$ cat config.mk
export PLATFORM = sky130hd
export DESIGN_NAME = iomem_initiator
export DESIGN_NICKNAME = d
export VERILOG_FILES = /design/src/rtl/iomem_pkg.sv /design/src/rtl/iomem_watchdog.sv /design/src/rtl/iomem_initiator.sv
export SDC_FILE = /design/constraint.sdc
export NUM_CORES = 1
export LEC_CHECK = 0
export CAP_MARGIN = 20
export CORE_ASPECT_RATIO = 0.6
export CORE_UTILIZATION = 45
export DETAILED_ROUTE_END_ITERATION = 6
export PLACE_DENSITY = 0.83
export RECOVER_POWER = 25
export SLEW_MARGIN = 25
export SYNTH_ARGS = -nofsm -noshare
export SYNTH_HDL_FRONTEND = slang
export SYNTH_SLANG_ARGS = --single-unit
$ cat constraint.sdc
create_clock -name i_clk -period 6.5 [get_ports i_clk]
set_input_delay 1.3 -clock i_clk [delete_from_list [all_inputs] [get_ports i_clk]]
set_output_delay 1.3 -clock i_clk [all_outputs]
set_load 0.01 [all_outputs]
$ cat src/rtl/iomem_pkg.sv
// Shared definitions for the iomem bus initiator: bus widths, FSM encoding,
// error fill pattern and PicoSoC peripheral region bases.
package iomem_pkg;

   localparam int IOMEM_AW = 32;
   localparam int IOMEM_DW = 32;

   typedef enum logic [1:0] {
      ST_IDLE = 2'd0,
      ST_REQ  = 2'd1,
      ST_RSP  = 2'd2
   } iomem_state_t;

   localparam logic [IOMEM_DW-1:0] ERR_RDATA_DEFAULT = 32'hDEAD_BEEF;

   // Top address byte of each peripheral region on the iomem bus.
   localparam logic [7:0] BASE_GPIO  = 8'h03;
   localparam logic [7:0] BASE_LOGIC = 8'h04;

   // The bus only carries word transfers, so the byte offset is dropped.
   function automatic logic [IOMEM_AW-1:0] word_align(input logic [IOMEM_AW-1:0] addr);
      return {addr[IOMEM_AW-1:2], 2'b00};
   endfunction

endpackage

$ cat src/rtl/iomem_watchdog.sv
// Ready-timeout watchdog: a down-counter that is reloaded while clear is high
// and counts down while enable is high. expired is raised during the
// TIMEOUT_CYCLES-th consecutive enabled cycle. A zero TIMEOUT_CYCLES removes
// the counter entirely and the watchdog never fires.
module iomem_watchdog
   import iomem_pkg::*;
#(
   parameter int TIMEOUT_CYCLES = 1024
) (
   input  logic i_clk,
   input  logic i_rst,
   input  logic i_clear,
   input  logic i_enable,
   output logic o_expired
);

   generate
      if (TIMEOUT_CYCLES == 0) begin : g_off
         logic w_unused_wdog;
         assign w_unused_wdog = i_clk ^ i_rst ^ i_clear ^ i_enable;
         assign o_expired     = 1'b0;
      end else begin : g_on
         localparam int W = $clog2(TIMEOUT_CYCLES + 1);
         // Loaded with N-1 so the terminal value 0 is reached on the N-th cycle.
         localparam logic [W-1:0] LOAD = W'(TIMEOUT_CYCLES - 1);

         logic [W-1:0] r_remain;

         // Reload while disarmed, count down while the bus request is pending.
         always_ff @(posedge i_clk or posedge i_rst) begin
            if (i_rst) begin
               r_remain <= '0;
            end else if (i_clear) begin
               r_remain <= LOAD;
            end else if (i_enable && (r_remain != '0)) begin
               r_remain <= r_remain - 1'b1;
            end
         end

         assign o_expired = i_enable && (r_remain == '0);
      end
   endgenerate

endmodule

$ cat src/rtl/iomem_initiator.sv
// iomem bus master: accepts word-burst commands, issues one iomem transfer
// per beat at incrementing word addresses and returns one response per beat.
// A watchdog aborts the burst if the responder never raises ready.
//
// state | meaning
// IDLE  | waiting for a command, cmd_ready high
// REQ   | iomem_valid high, waiting for the responder's ready pulse
// RSP   | bus idle, response held until rsp_ready
module iomem_initiator
   import iomem_pkg::*;
#(
   parameter int                   TIMEOUT_CYCLES = 1024,
   parameter logic [IOMEM_DW-1:0]  ERR_RDATA      = ERR_RDATA_DEFAULT
) (
   input  logic                 i_clk,
   input  logic                 i_reset,

   input  logic                 i_cmd_valid,
   output logic                 o_cmd_ready,
   input  logic [IOMEM_AW-1:0]  i_cmd_addr,
   input  logic [IOMEM_DW-1:0]  i_cmd_wdata,
   input  logic [3:0]           i_cmd_wstrb,
   input  logic [7:0]           i_cmd_len,

   output logic                 o_rsp_valid,
   input  logic                 i_rsp_ready,
   output logic [IOMEM_DW-1:0]  o_rsp_rdata,
   output logic                 o_rsp_err,
   output logic                 o_rsp_last,

   output logic                 o_busy,

   output logic                 o_iomem_valid,
   input  logic                 i_iomem_ready,
   output logic [IOMEM_AW-1:0]  o_iomem_addr,
   output logic [IOMEM_DW-1:0]  o_iomem_wdata,
   output logic [3:0]           o_iomem_wstrb,
   input  logic [IOMEM_DW-1:0]  i_iomem_rdata
);

   iomem_state_t          r_state;
   iomem_state_t          w_state_nxt;

   logic [IOMEM_AW-1:0]   r_addr;
   logic [IOMEM_DW-1:0]   r_wdata;
   logic [3:0]            r_wstrb;
   logic [7:0]            r_len;
   logic [7:0]            r_beat;
   logic                  r_iomem_valid;
   logic                  r_rsp_valid;
   logic [IOMEM_DW-1:0]   r_rsp_rdata;
   logic                  r_rsp_err;
   logic                  r_rsp_last;
   logic                  r_cmd_ready;
   logic                  r_busy;

   logic [IOMEM_AW-1:0]   w_addr;
   logic [IOMEM_DW-1:0]   w_wdata;
   logic [3:0]            w_wstrb;
   logic [7:0]            w_len;
   logic [7:0]            w_beat;
   logic                  w_iomem_valid;
   logic                  w_rsp_valid;
   logic [IOMEM_DW-1:0]   w_rsp_rdata;
   logic                  w_rsp_err;
   logic                  w_rsp_last;
   logic                  w_cmd_ready;
   logic                  w_busy;

   logic                  w_cmd_fire;
   logic                  w_rsp_fire;
   logic                  w_expired;
   logic                  w_wdog_clear;
   logic                  w_wdog_enable;

   assign w_cmd_fire    = i_cmd_valid && r_cmd_ready;
   assign w_rsp_fire    = r_rsp_valid && i_rsp_ready;
   assign w_wdog_enable = (r_state == ST_REQ);
   assign w_wdog_clear  = (r_state != ST_REQ);

   iomem_watchdog #(
      .TIMEOUT_CYCLES (TIMEOUT_CYCLES)
   ) u_wdog (
      .i_clk     (i_clk),
      .i_rst     (i_reset),
      .i_clear   (w_wdog_clear),
      .i_enable  (w_wdog_enable),
      .o_expired (w_expired)
   );

   // State register.
   always_ff @(posedge i_clk or posedge i_reset) begin
      if (i_reset) begin
         r_state <= ST_IDLE;
      end else begin
         r_state <= w_state_nxt;
      end
   end

   // Next-state decode; a ready pulse beats a coincident timeout.
   always_comb begin
      w_state_nxt = r_state;
      case (r_state)
         ST_IDLE: begin
            if (w_cmd_fire) begin
               w_state_nxt = ST_REQ;
            end
         end
         ST_REQ: begin
            if (i_iomem_ready || w_expired) begin
               w_state_nxt = ST_RSP;
            end
         end
         ST_RSP: begin
            if (w_rsp_fire) begin
               w_state_nxt = r_rsp_last ? ST_IDLE : ST_REQ;
            end
         end
         default: begin
            w_state_nxt = ST_IDLE;
         end
      endcase
   end

   // Next values of every registered output and of the burst bookkeeping.
   always_comb begin
      w_addr        = r_addr;
      w_wdata       = r_wdata;
      w_wstrb       = r_wstrb;
      w_len         = r_len;
      w_beat        = r_beat;
      w_rsp_valid   = r_rsp_valid;
      w_rsp_rdata   = r_rsp_rdata;
      w_rsp_err     = r_rsp_err;
      w_rsp_last    = r_rsp_last;
      // Bus request and handshake flags follow the state being entered, so
      // iomem_valid is low for the whole RSP state and between bursts.
      w_iomem_valid = (w_state_nxt == ST_REQ);
      w_cmd_ready   = (w_state_nxt == ST_IDLE);
      w_busy        = (w_state_nxt != ST_IDLE);
      case (r_state)
         ST_IDLE: begin
            if (w_cmd_fire) begin
               w_addr  = word_align(i_cmd_addr);
               w_wdata = i_cmd_wdata;
               w_wstrb = i_cmd_wstrb;
               w_len   = i_cmd_len;
               w_beat  = 8'd0;
            end
         end
         ST_REQ: begin
            if (i_iomem_ready) begin
               w_rsp_valid = 1'b1;
               w_rsp_rdata = (r_wstrb != 4'd0) ? '0 : i_iomem_rdata;
               w_rsp_err   = 1'b0;
               w_rsp_last  = (r_beat == r_len);
            end else if (w_expired) begin
               // Abandon the rest of the burst and flag this beat as final.
               w_rsp_valid = 1'b1;
               w_rsp_rdata = ERR_RDATA;
               w_rsp_err   = 1'b1;
               w_rsp_last  = 1'b1;
            end
         end
         ST_RSP: begin
            if (w_rsp_fire) begin
               w_rsp_valid = 1'b0;
               if (!r_rsp_last) begin
                  w_addr = r_addr + 32'd4;
                  w_beat = r_beat + 8'd1;
               end
            end
         end
         default: begin
         end
      endcase
   end

   // Output and datapath registers.
   always_ff @(posedge i_clk or posedge i_reset) begin
      if (i_reset) begin
         r_addr        <= '0;
         r_wdata       <= '0;
         r_wstrb       <= '0;
         r_len         <= '0;
         r_beat        <= '0;
         r_iomem_valid <= 1'b0;
         r_rsp_valid   <= 1'b0;
         r_rsp_rdata   <= '0;
         r_rsp_err     <= 1'b0;
         r_rsp_last    <= 1'b0;
         r_cmd_ready   <= 1'b1;
         r_busy        <= 1'b0;
      end else begin
         r_addr        <= w_addr;
         r_wdata       <= w_wdata;
         r_wstrb       <= w_wstrb;
         r_len         <= w_len;
         r_beat        <= w_beat;
         r_iomem_valid <= w_iomem_valid;
         r_rsp_valid   <= w_rsp_valid;
         r_rsp_rdata   <= w_rsp_rdata;
         r_rsp_err     <= w_rsp_err;
         r_rsp_last    <= w_rsp_last;
         r_cmd_ready   <= w_cmd_ready;
         r_busy        <= w_busy;
      end
   end

   assign o_cmd_ready   = r_cmd_ready;
   assign o_busy        = r_busy;
   assign o_rsp_valid   = r_rsp_valid;
   assign o_rsp_rdata   = r_rsp_rdata;
   assign o_rsp_err     = r_rsp_err;
   assign o_rsp_last    = r_rsp_last;
   assign o_iomem_valid = r_iomem_valid;
   assign o_iomem_addr  = r_addr;
   assign o_iomem_wdata = r_wdata;
   assign o_iomem_wstrb = r_wstrb;

endmodule

==> results of run 1 <==
[layer usage]
metal,part of all wire,up-vias,track usage,wire length [µm]
li1,-,2714,-,-
met1,0.47,2677,0.356,8080
met2,0.44,220,0.373,7480
met3,0.080,9,0.0716,1370
met4,0.0051,0,0.0608,87
met5,0,-,0,0
[critical path, cell delays in order]
cell	delay, ns
dlygate4sd3_1	0.55
clkinvlp_2	2.00
buf_4	0.84
[layout by cell type (no fill, tap or decap), drive strengths merged, types with 3 or more instances in the layout]
cell	n
and2	4
o21a	3
a21oi	42
or3	7
clkinvlp	5
a31oi	5
and3	7
xor2	13
xnor2	7
a211oi	5
ha	4
nand3	22
buf	5
nand2	179
or4	4
nor2	93
nor3	11
nand2b	3
clkinv	5
inv	9
a22o	8
clkdlybuf4s50	213
o21ai	20
nand4	11
dfrtp	132
o22ai	8
o22a	4
nor4	8
or2	3
clkbuf	18
mux2i	3
[stage by stage]
step	worst slack, ns	cell area (µm²)	hold WS (ns)
2_1_floorplan	1.65	6210	0.465
3_3_place_gp	2.28	8480	0.458
3_5_place_dp	2.30	8480	0.461
4_1_cts	2.72	9070	0.476
5_1_grt	1.60	9060	0.494
6_report	2.25	9060	0.472
[cells by family after synthesis]
kind of cell | count (synthesis)
buffers and inverters | 43
flip-flops | 133
other | 1
AO/OA/AOI/OAI | 114
adder cells (fa/ha/maj) | 4
multiplexers | 4
XOR/XNOR | 20
AND/OR/NAND/NOR | 362
[sequential cells by signal, indices dropped and copies added, names as in the netlist]
signal and flops:
o_cmd_ready 1, r_beat 8, o_rsp_valid 1, r_len 8
o_busy 1, o_iomem_valid 1, o_rsp_err 1, o_iomem_wstrb 4
u_wdog.g_on.r_remain 11, o_iomem_wdata 32, r_state 2, o_rsp_last 1
o_iomem_addr 30, o_rsp_rdata 32
[final cells by class]
class	count	area [µm²]
multi-input combinational	506	2720
fill	1036	4070
inverter	7	27.5
clock inverter	14	153
clock buffer	18	439
tap	170	213
sequential	133	3330
timing repair buffer	219	2180
[final timing paths]
check | start | endpoint | slack (ns)
min in group asynchronous | i_reset | o_rsp_rdata[7] | 2.41
max reg2reg | u_wdog.g_on.r_remain[0] | o_rsp_rdata[30] | 3.41
max in group i_clk | i_cmd_valid | o_iomem_addr[31] | 2.73
max | i_reset | r_len[6] | 2.25
min reg2reg | o_iomem_wdata[8] | o_iomem_wdata[8] | 0.47
min | o_iomem_wdata[8] | o_iomem_wdata[8] | 0.47
[report_power, final]
part | leakage, nW | total (W) | internal, W | switching (W)
combinational | 2.02 | 0.00181 | 0.000931 | 0.000880
clock | 0.279 | 0.000952 | 0.000579 | 0.000373
sequential | 1.59 | 0.00151 | 0.00118 | 0.000328
==> run_results.csv, run 1 <==
group,metric,value,unit
clock_tree,clk_pin_slew_worst_paths,0.06,ns
clock_tree,insertion_delay,0.41,ns
synthesis,avgSynthCellArea,9.11,µm²
finish,final_util,0.690,
global_route,grt_max_degree,81,
drt,wirelength,17000,µm
sta,period_share,0.654,
synthesis,ys_types,59,
status,violations,"capacitance limit, slew limit",
synthesis,yosys_warnings,0,
synthesis,synthFlopType,"dfrtp_1",
min_path,hold_depth,2,
global_route,grt_pass1_wl,28100,µm
sta,setup_tns,0,ns
synthesis,synth_top_family_by_area,"simple AND/OR/NAND/NOR gates",
global_route,grt_usage,0.250,
synthesis,syn_area,0.00621,mm²
global_route,grt-ovfl-total,0,
drt,viasPerCell,5.27,
min_path,min_path_type,"reg2reg",
floorplan,start_util,0.473,
clock_tree,cts_tree,"yes",
finish,final_cell_count_no_fill,1067,
clock_tree,cts_resized,0,
synthesis,synth-simple-area-share,0.271,
critical_path,critPathRequiredTime,6.96,ns
synthesis,synth.most_common_cell,"nand2_1",
finish,diodes,0,
synthesis,synthCells,681,
run,drv_cap,1,
global_route,antenna_found_initial,0,
pwr,p_per_area,472,mW/mm²
synthesis,synth_commonest_cells,"nand2_1, dfrtp_1, nor2_1",
sta,worst_pin_slew,3.53,ns
synthesis,synthAdderAreaFrac,0.00806,
sta,drv_slew,81,
drt,dr_total_vias,5620,
clock_tree,ctsHoldBuffers,0,
synthesis,synth_top_area_cell,"dfrtp_1",
sta,setup_violations,0,
global_route,grt_pass1_vias,5501,
critical_path,rr_worst_depth,7,
sta,fmax,0.235,GHz
clock_tree,clock-sinks,133,
clock_tree,cts_made_buffers,17,
finish,final_nets,1001,
clock_tree,post_cts_buffers,0,
synthesis,synth_edf_count,0,
sta,finClkSkew,0.00997,ns
clock_tree,clk_path_buf_depth,2,
clock_tree,clockRootBuffer,"clkbuf_16",
placed_design,portBuffers,214,
synthesis,synth.area.top_cells,"dfrtp_1, nand2_1, nor2_2",
drt,ant_nets,0,
floorplan,core,0.0131,mm²
synthesis,synthXorXnorAreaFrac,0.0282,
finish,drive_gt1_frac,0.100,
placed_design,placed_cells,1035,
drt,first_pass_iters,5,
drt,wl_per_cell,15.9,µm
floorplan,die_area,0.0143,mm²
synthesis,muxShareOfSynthArea,0.00665,
synthesis,synth-async-reset-ratio,1.00,
drt,dr.first_iter.drc_count,339,
clock_tree,cts.htree.levels,4,
synthesis,ys_seq_area_frac,0.536,
floorplan,die_x,154,µm
synthesis,synth_top_area_frac,0.532,
pwr,ir_drop,322,µV
floorplan,die_height,93.0,µm
finish,area.growth.synth_to_final,46.0,%
status,outcome,"complete, but fails checks",
synthesis,synth_compound_area_frac,0.118,
floorplan,ioPinCount,219,
pwr,total_power,0.00427,W
sta,rsz0062_at_grt,"false",
drt,drc_errors,0,
critical_path,setup.worst_path.end_class,"async pin",
sta,hold_violations,0,
sta,slew-limit-headroom,-1.36,
critical_path,cp_max_fo,80,
critical_path,worstSetupPathType,"in2async",
critical_path,arrival,4.71,ns
sta,layout_min_cycle_time,4.25,ns
floorplan,num_rows,32,
pwr,cellLeakagePower,3.89,nW
placed_design,place_hpwl,11700,µm
placed_design,gp_congestion,0.852,
synthesis,yosys_register_bits,133,
critical_path,start_kind,"primary input",
Power figures use the tool's default switching activity.
==> run 2, diff against run 1 <==
==> constraint.sdc (replaced) <==
create_clock -name i_clk -period 4.44 [get_ports i_clk]
set_input_delay 0.888 -clock i_clk [delete_from_list [all_inputs] [get_ports i_clk]]
set_output_delay 0.888 -clock i_clk [all_outputs]
set_load 0.01 [all_outputs]
==> run_results.csv, run 2 (same netlist as run 1, synthesis figures left out) <==
group,metric,value,unit
sta,timing.final.ws_setup,1.46,ns
clock_tree,ctsHoldBuffers,0,
placed_design,portBuffers,214,
sta,finClkSkew,0.0101,ns
floorplan,core,0.0131,mm²
drt,first_pass_iters,5,
clock_tree,cts.htree.levels,4,
floorplan,num_rows,32,
finish,drive_gt1_frac,0.107,
min_path,min_to,"o_iomem_wdata[26]",
sta,period_share,0.672,
critical_path,reg2reg_setup_slack,1.46,ns
clock_tree,cts_tree,"yes",
pwr,p_comb_frac,0.418,
finish,diodes,0,
drt,wirelength,17700,µm
clock_tree,clk_path_buf_depth,2,
pwr,clkPwrFrac,0.236,
global_route,grt_max_degree,134,
clock_tree,clock-sinks,133,
finish,final_cell_mix,"clkdlybuf4s50_1, nand2_1, dfrtp_1",
pwr,internal-power,0.00410,W
run,drv_cap,1,
critical_path,setup.worst_path.end_class,"register",
placed_design,place_hpwl,12100,µm
drt,dr_total_vias,5721,
floorplan,die_height,93.0,µm
drt,drc_errors,0,
min_path,holdCritStartpoint,"o_iomem_wdata[26]",
sta,worst_pin_slew,1.81,ns
placed_design,place_ws,1.44,ns
critical_path,cpPeakStageDelay,0.78,ns
drt,wl_per_cell,16.5,µm
critical_path,cpLargestDelayFamily,"simple AND/OR/NAND/NOR gates",
floorplan,ioPinCount,219,
critical_path,critPathRequiredTime,4.77,ns
critical_path,start_kind,"register",
floorplan,die_x,154,µm
finish,final_common_cell,"clkdlybuf4s50_1",
floorplan,start_util,0.473,
finish,final_area,0.00916,mm²
pwr,netSwitchingPower,0.00232,W
finish,final_nets,1007,
sta,setup_tns,0,ns
clock_tree,insertion_delay,0.41,ns
clock_tree,cts_resized,0,
critical_path,cp_slowest_cell,"o21ai_4",
drt,ant_nets,0,
clock_tree,post_cts_buffers,0,
pwr,seqPwrFrac,0.345,
sta,slew-limit-headroom,-0.209,
sta,hold_violations,0,
pwr,p_per_area,700,mW/mm²
sta,rsz0062_at_grt,"false",
pwr,ir_drop,378,µV
finish,fillers,1054,
critical_path,cp_max_fo,25,
floorplan,die_area,0.0143,mm²
sta,fmax,0.335,GHz
critical_path,r2r-start,"u_wdog.g_on.r_remain[0]",
pwr,cellLeakagePower,3.95,nW
global_route,grt-ovfl-total,0,
critical_path,arrival,3.32,ns
global_route,grt_usage,0.258,
sta,layout_min_cycle_time,2.98,ns
critical_path,cp_common_cell,"nor2_1",
finish,area.growth.synth_to_final,47.7,%
clock_tree,clk_pin_slew_worst_paths,0.06,ns
pwr,switching_share,0.361,
critical_path,rr_worst_depth,7,
clock_tree,cts_made_buffers,17,
placed_design,placed_cell_area,0.00853,mm²
min_path,hold_depth,2,
sta,setup_violations,0,
critical_path,rr_endpoint,"o_rsp_rdata[31]",
status,violations,"capacitance limit, slew limit",
critical_path,path_cells,"inv_1 -> ha_1 -> or4b_2 -> or4_4 -> o21ai_4 -> nor2_1 -> nor2_1",
global_route,grt_pass1_vias,5488,
sta,drv_slew,134,
critical_path,timing.critical_path.buf_inv,1,
global_route,antenna_found_initial,0,
clock_tree,clockRootBuffer,"clkbuf_16",
drt,viasPerCell,5.33,
pwr,total_power,0.00642,W
global_route,grt_pass1_wl,28700,µm
placed_design,gp_congestion,0.864,
drt,dr.first_iter.drc_count,393,
min_path,min_path_type,"reg2reg",
status,outcome,"complete, but fails checks",
critical_path,worstSetupPathType,"reg2reg",
-- run 2: cell count changes in the layout (fill, tap and decap cells not counted), sizes merged --
cell	before	now
inv	9	8
clkinvlp	5	3
buf	5	10
bufinv	2	4
clkbuf	18	22
clkinv	5	3
-- run 2: metrics by stage --
stage	cells	hold slack, ns	util
6_report	1073	0.472	0.698
5_1_grt	1073	0.490	0.698
4_1_cts	1073	0.477	0.699
3_5_place_dp	1041	0.463	0.650
3_3_place_gp	1041	0.458	0.650
2_1_floorplan	682	0.465	-
-- run 2: cell type report --
class / count / area (µm²) / share of cell area
flip-flops and latches: 133 / 3330 / 0.363
multi-input cells: 506 / 2730 / 0.297
repair buffers: 225 / 2220 / 0.243
clock buffers: 21 / 470 / 0.0513
well taps: 170 / 213 / 0.0232
clock inverters: 11 / 171 / 0.0187
inverters: 7 / 30.0 / 0.00328
-- run 2: how the worst max path moves through the flow --
stage                                 start                to  slack (ns)  cells past startpoint
floorplan                           i_reset            o_busy        1.90                      1
global placement                i_cmd_valid  o_iomem_addr[14]        1.48                      7
detailed placement              i_cmd_valid  o_iomem_addr[10]        1.44                      7
CTS                 u_wdog.g_on.r_remain[0]   o_rsp_rdata[31]        1.44                      7
global route        u_wdog.g_on.r_remain[0]   o_rsp_rdata[31]        1.26                      7
finish              u_wdog.g_on.r_remain[0]   o_rsp_rdata[31]        1.46                      7
-- run 2: per-layer routing --
metal,wire length (µm),global-route usage,vias up
li1,-,-,2740
met1,7910,0.355,2725
met2,7970,0.397,244
met3,1680,0.0791,12
met4,143,0.0667,0
met5,0,0,-
-- run 2: worst min-delay path: stages, from the launching register on --
cell and delay [ns]:
dfrtp_1 0.34, nand2_1 0.05, nand2_1 0.05
-- run 2: power by group through the flow --
stage	Clock [W]	Combinational [W]	Sequential [W]
finish	0.00152	0.00268	0.00221
global route	0.00159	0.00293	0.00229
CTS	0.00154	0.00271	0.00221
detailed placement	0	0.00269	0.00221
global placement	0	0.00263	0.00219
floorplan	0	0.00114	0.00233
==> run 3, diff against run 2 <==
--- a/config.mk
+++ b/config.mk
@@ -7,9 +7,9 @@
 export LEC_CHECK = 0
 export CAP_MARGIN = 20
 export CORE_ASPECT_RATIO = 0.6
-export CORE_UTILIZATION = 45
+export CORE_UTILIZATION = 41
 export DETAILED_ROUTE_END_ITERATION = 6
-export PLACE_DENSITY = 0.83
+export PLACE_DENSITY = 0.8
 export RECOVER_POWER = 25
 export SLEW_MARGIN = 25
 export SYNTH_ARGS = -nofsm -noshare
==> constraint.sdc (replaced) <==
create_clock -name i_clk -period 2.48 [get_ports i_clk]
set_input_delay 0.496 -clock i_clk [delete_from_list [all_inputs] [get_ports i_clk]]
set_output_delay 0.496 -clock i_clk [all_outputs]
set_load 0.01 [all_outputs]
==> run_results.csv, run 3 (same netlist as run 1, synthesis figures left out) <==
group,metric,value,unit
status,outcome,"finished clean",
floorplan,die_area,0.0156,mm²
sta,hold_violations,0,
critical_path,critPathRequiredTime,2.81,ns
floorplan,start_util,0.424,
critical_path,start_kind,"register",
sta,drv_slew,0,
floorplan,ioPinCount,219,
finish,diodes,0,
clock_tree,clockRootBuffer,"clkbuf_16",
finish,final_cell_mix,"clkdlybuf4s50_1, nand2_1, dfrtp_1",
critical_path,setup.worst_path.end_class,"register",
sta,setup_tns,0,ns
clock_tree,cts_made_buffers,17,
finish,seqCellArea,0.00333,mm²
global_route,grt_usage,0.239,
finish,area.growth.synth_to_final,52.2,%
finish,multi_input_area,0.00276,mm²
min_path,min_path_type,"reg2reg",
drt,wl_per_cell,16.0,µm
drt,first_pass_iters,5,
pwr,ir_drop,564,µV
pwr,cellLeakagePower,4.07,nW
sta,finClkSkew,0.0112,ns
global_route,antenna_found_initial,0,
clock_tree,ctsHoldBuffers,0,
floorplan,die_height,97.3,µm
finish,final_common_cell,"clkdlybuf4s50_1",
critical_path,cp_max_fo,4,
min_path,holdCritStartpoint,"o_iomem_wdata[24]",
clock_tree,insertion_delay,0.41,ns
clock_tree,clk_path_buf_depth,2,
finish,final_nets,1035,
drt,ant_nets,0,
drt,drc_errors,0,
clock_tree,clk_pin_slew_worst_paths,0.07,ns
placed_design,portBuffers,214,
clock_tree,clock-sinks,133,
floorplan,die_x,161,µm
sta,layout_min_cycle_time,2.37,ns
drt,dr.first_iter.drc_count,344,
finish,fillers,1252,
drt,wirelength,18100,µm
finish,final_util,0.645,
critical_path,arrival,2.70,ns
sta,worst_pin_slew,1.40,ns
sta,setup_violations,0,
critical_path,worstSetupPathType,"reg2reg",
clock_tree,cts_tree,"yes",
sta,period_share,0.955,
global_route,grt_pass1_vias,5783,
finish,drive_gt1_frac,0.139,
sta,slew-limit-headroom,0.0696,
placed_design,place_hpwl,12400,µm
pwr,p_per_area,1220,mW/mm²
global_route,grt-ovfl-total,0,
clock_tree,cts.htree.levels,4,
drt,dr_total_vias,5800,
global_route,grt_pass1_wl,29600,µm
floorplan,num_rows,34,
global_route,grt_max_degree,102,
sta,fmax,0.422,GHz
run,drv_cap,0,
drt,viasPerCell,5.14,
critical_path,cp-startpoint,"o_iomem_addr[3]",
placed_design,gp_congestion,0.860,
critical_path,r2r-start,"o_iomem_addr[3]",
floorplan,core,0.0146,mm²
[run 3: cell types whose count changed in the layout (fill, tap and decap cells not counted), moves of 2 or more]
cell       delta
ha_1          -2
clkbuf_8      -2
buf_4        +22
bufinv_16     -2
clkinv_4      +3
buf_12        +3
[run 3: worst max-delay path, cell delays in order (launching register included)]
cell	delay, ns
dfrtp_1	0.40
ha_2	0.22
nand4_1	0.14
or3_1	0.43
or4_4	0.58
or3_1	0.36
a21oi_1	0.16
[run 3: what timing repair did]
item	in CTS	in global routing
setup buffers	0	2
endpoints found under the setup margin	0	25
resized for setup	0	8
[run 3: area by class of cell]
type,instances,area share
Tap cell,198,0.0262
Multi-Input combinational cell,506,0.292
Clock buffer,19,0.0469
Sequential cell,133,0.353
Inverter,7,0.00292
Timing Repair Buffer,253,0.264
Clock inverter,13,0.0158
[run 3: worst paths after layout]
path	to	slack, ns	cells after the start
worst min-delay path	o_iomem_wdata[24]	0.47	2
worst max-delay path	o_iomem_addr[28]	0.11	6
max in group asynchronous	u_wdog.g_on.r_remain[9]	0.52	3
min in group asynchronous	o_iomem_wdata[0]	0.82	3
worst max register to register	o_iomem_addr[28]	0.11	6
worst min register to register	o_iomem_wdata[24]	0.47	2
[run 3: where the power goes]
part	switching [W]	internal (W)
clock	0.000996	0.00152
combinational	0.00243	0.00268
sequential	0.000819	0.00310
total	0.00424	0.00730
[run 3: metal layers]
layer / share of wire / global-route usage / vias to the layer above
li1: - / - / 2793
met4: 0.0059 / 0.0595 / 0
met5: 0 / 0 / -
met3: 0.085 / 0.0738 / 12
met2: 0.44 / 0.353 / 232
met1: 0.47 / 0.341 / 2763
[run 3: through the flow]
stage / hold slack (ns) / instances / setup slack, ns / total power [W] / area [µm²]
2_1_floorplan: 0.465 / 682 / 0.100 / 0.00622 / 6210
3_3_place_gp: 0.458 / 1094 / 0.0790 / 0.00885 / 8790
3_5_place_dp: 0.461 / 1094 / 0.0155 / 0.00898 / 8790
4_1_cts: 0.476 / 1126 / 0.0124 / 0.0116 / 9390
5_1_grt: 0.491 / 1129 / -0.00330 / 0.0123 / 9440
6_report: 0.470 / 1129 / 0.112 / 0.0115 / 9440
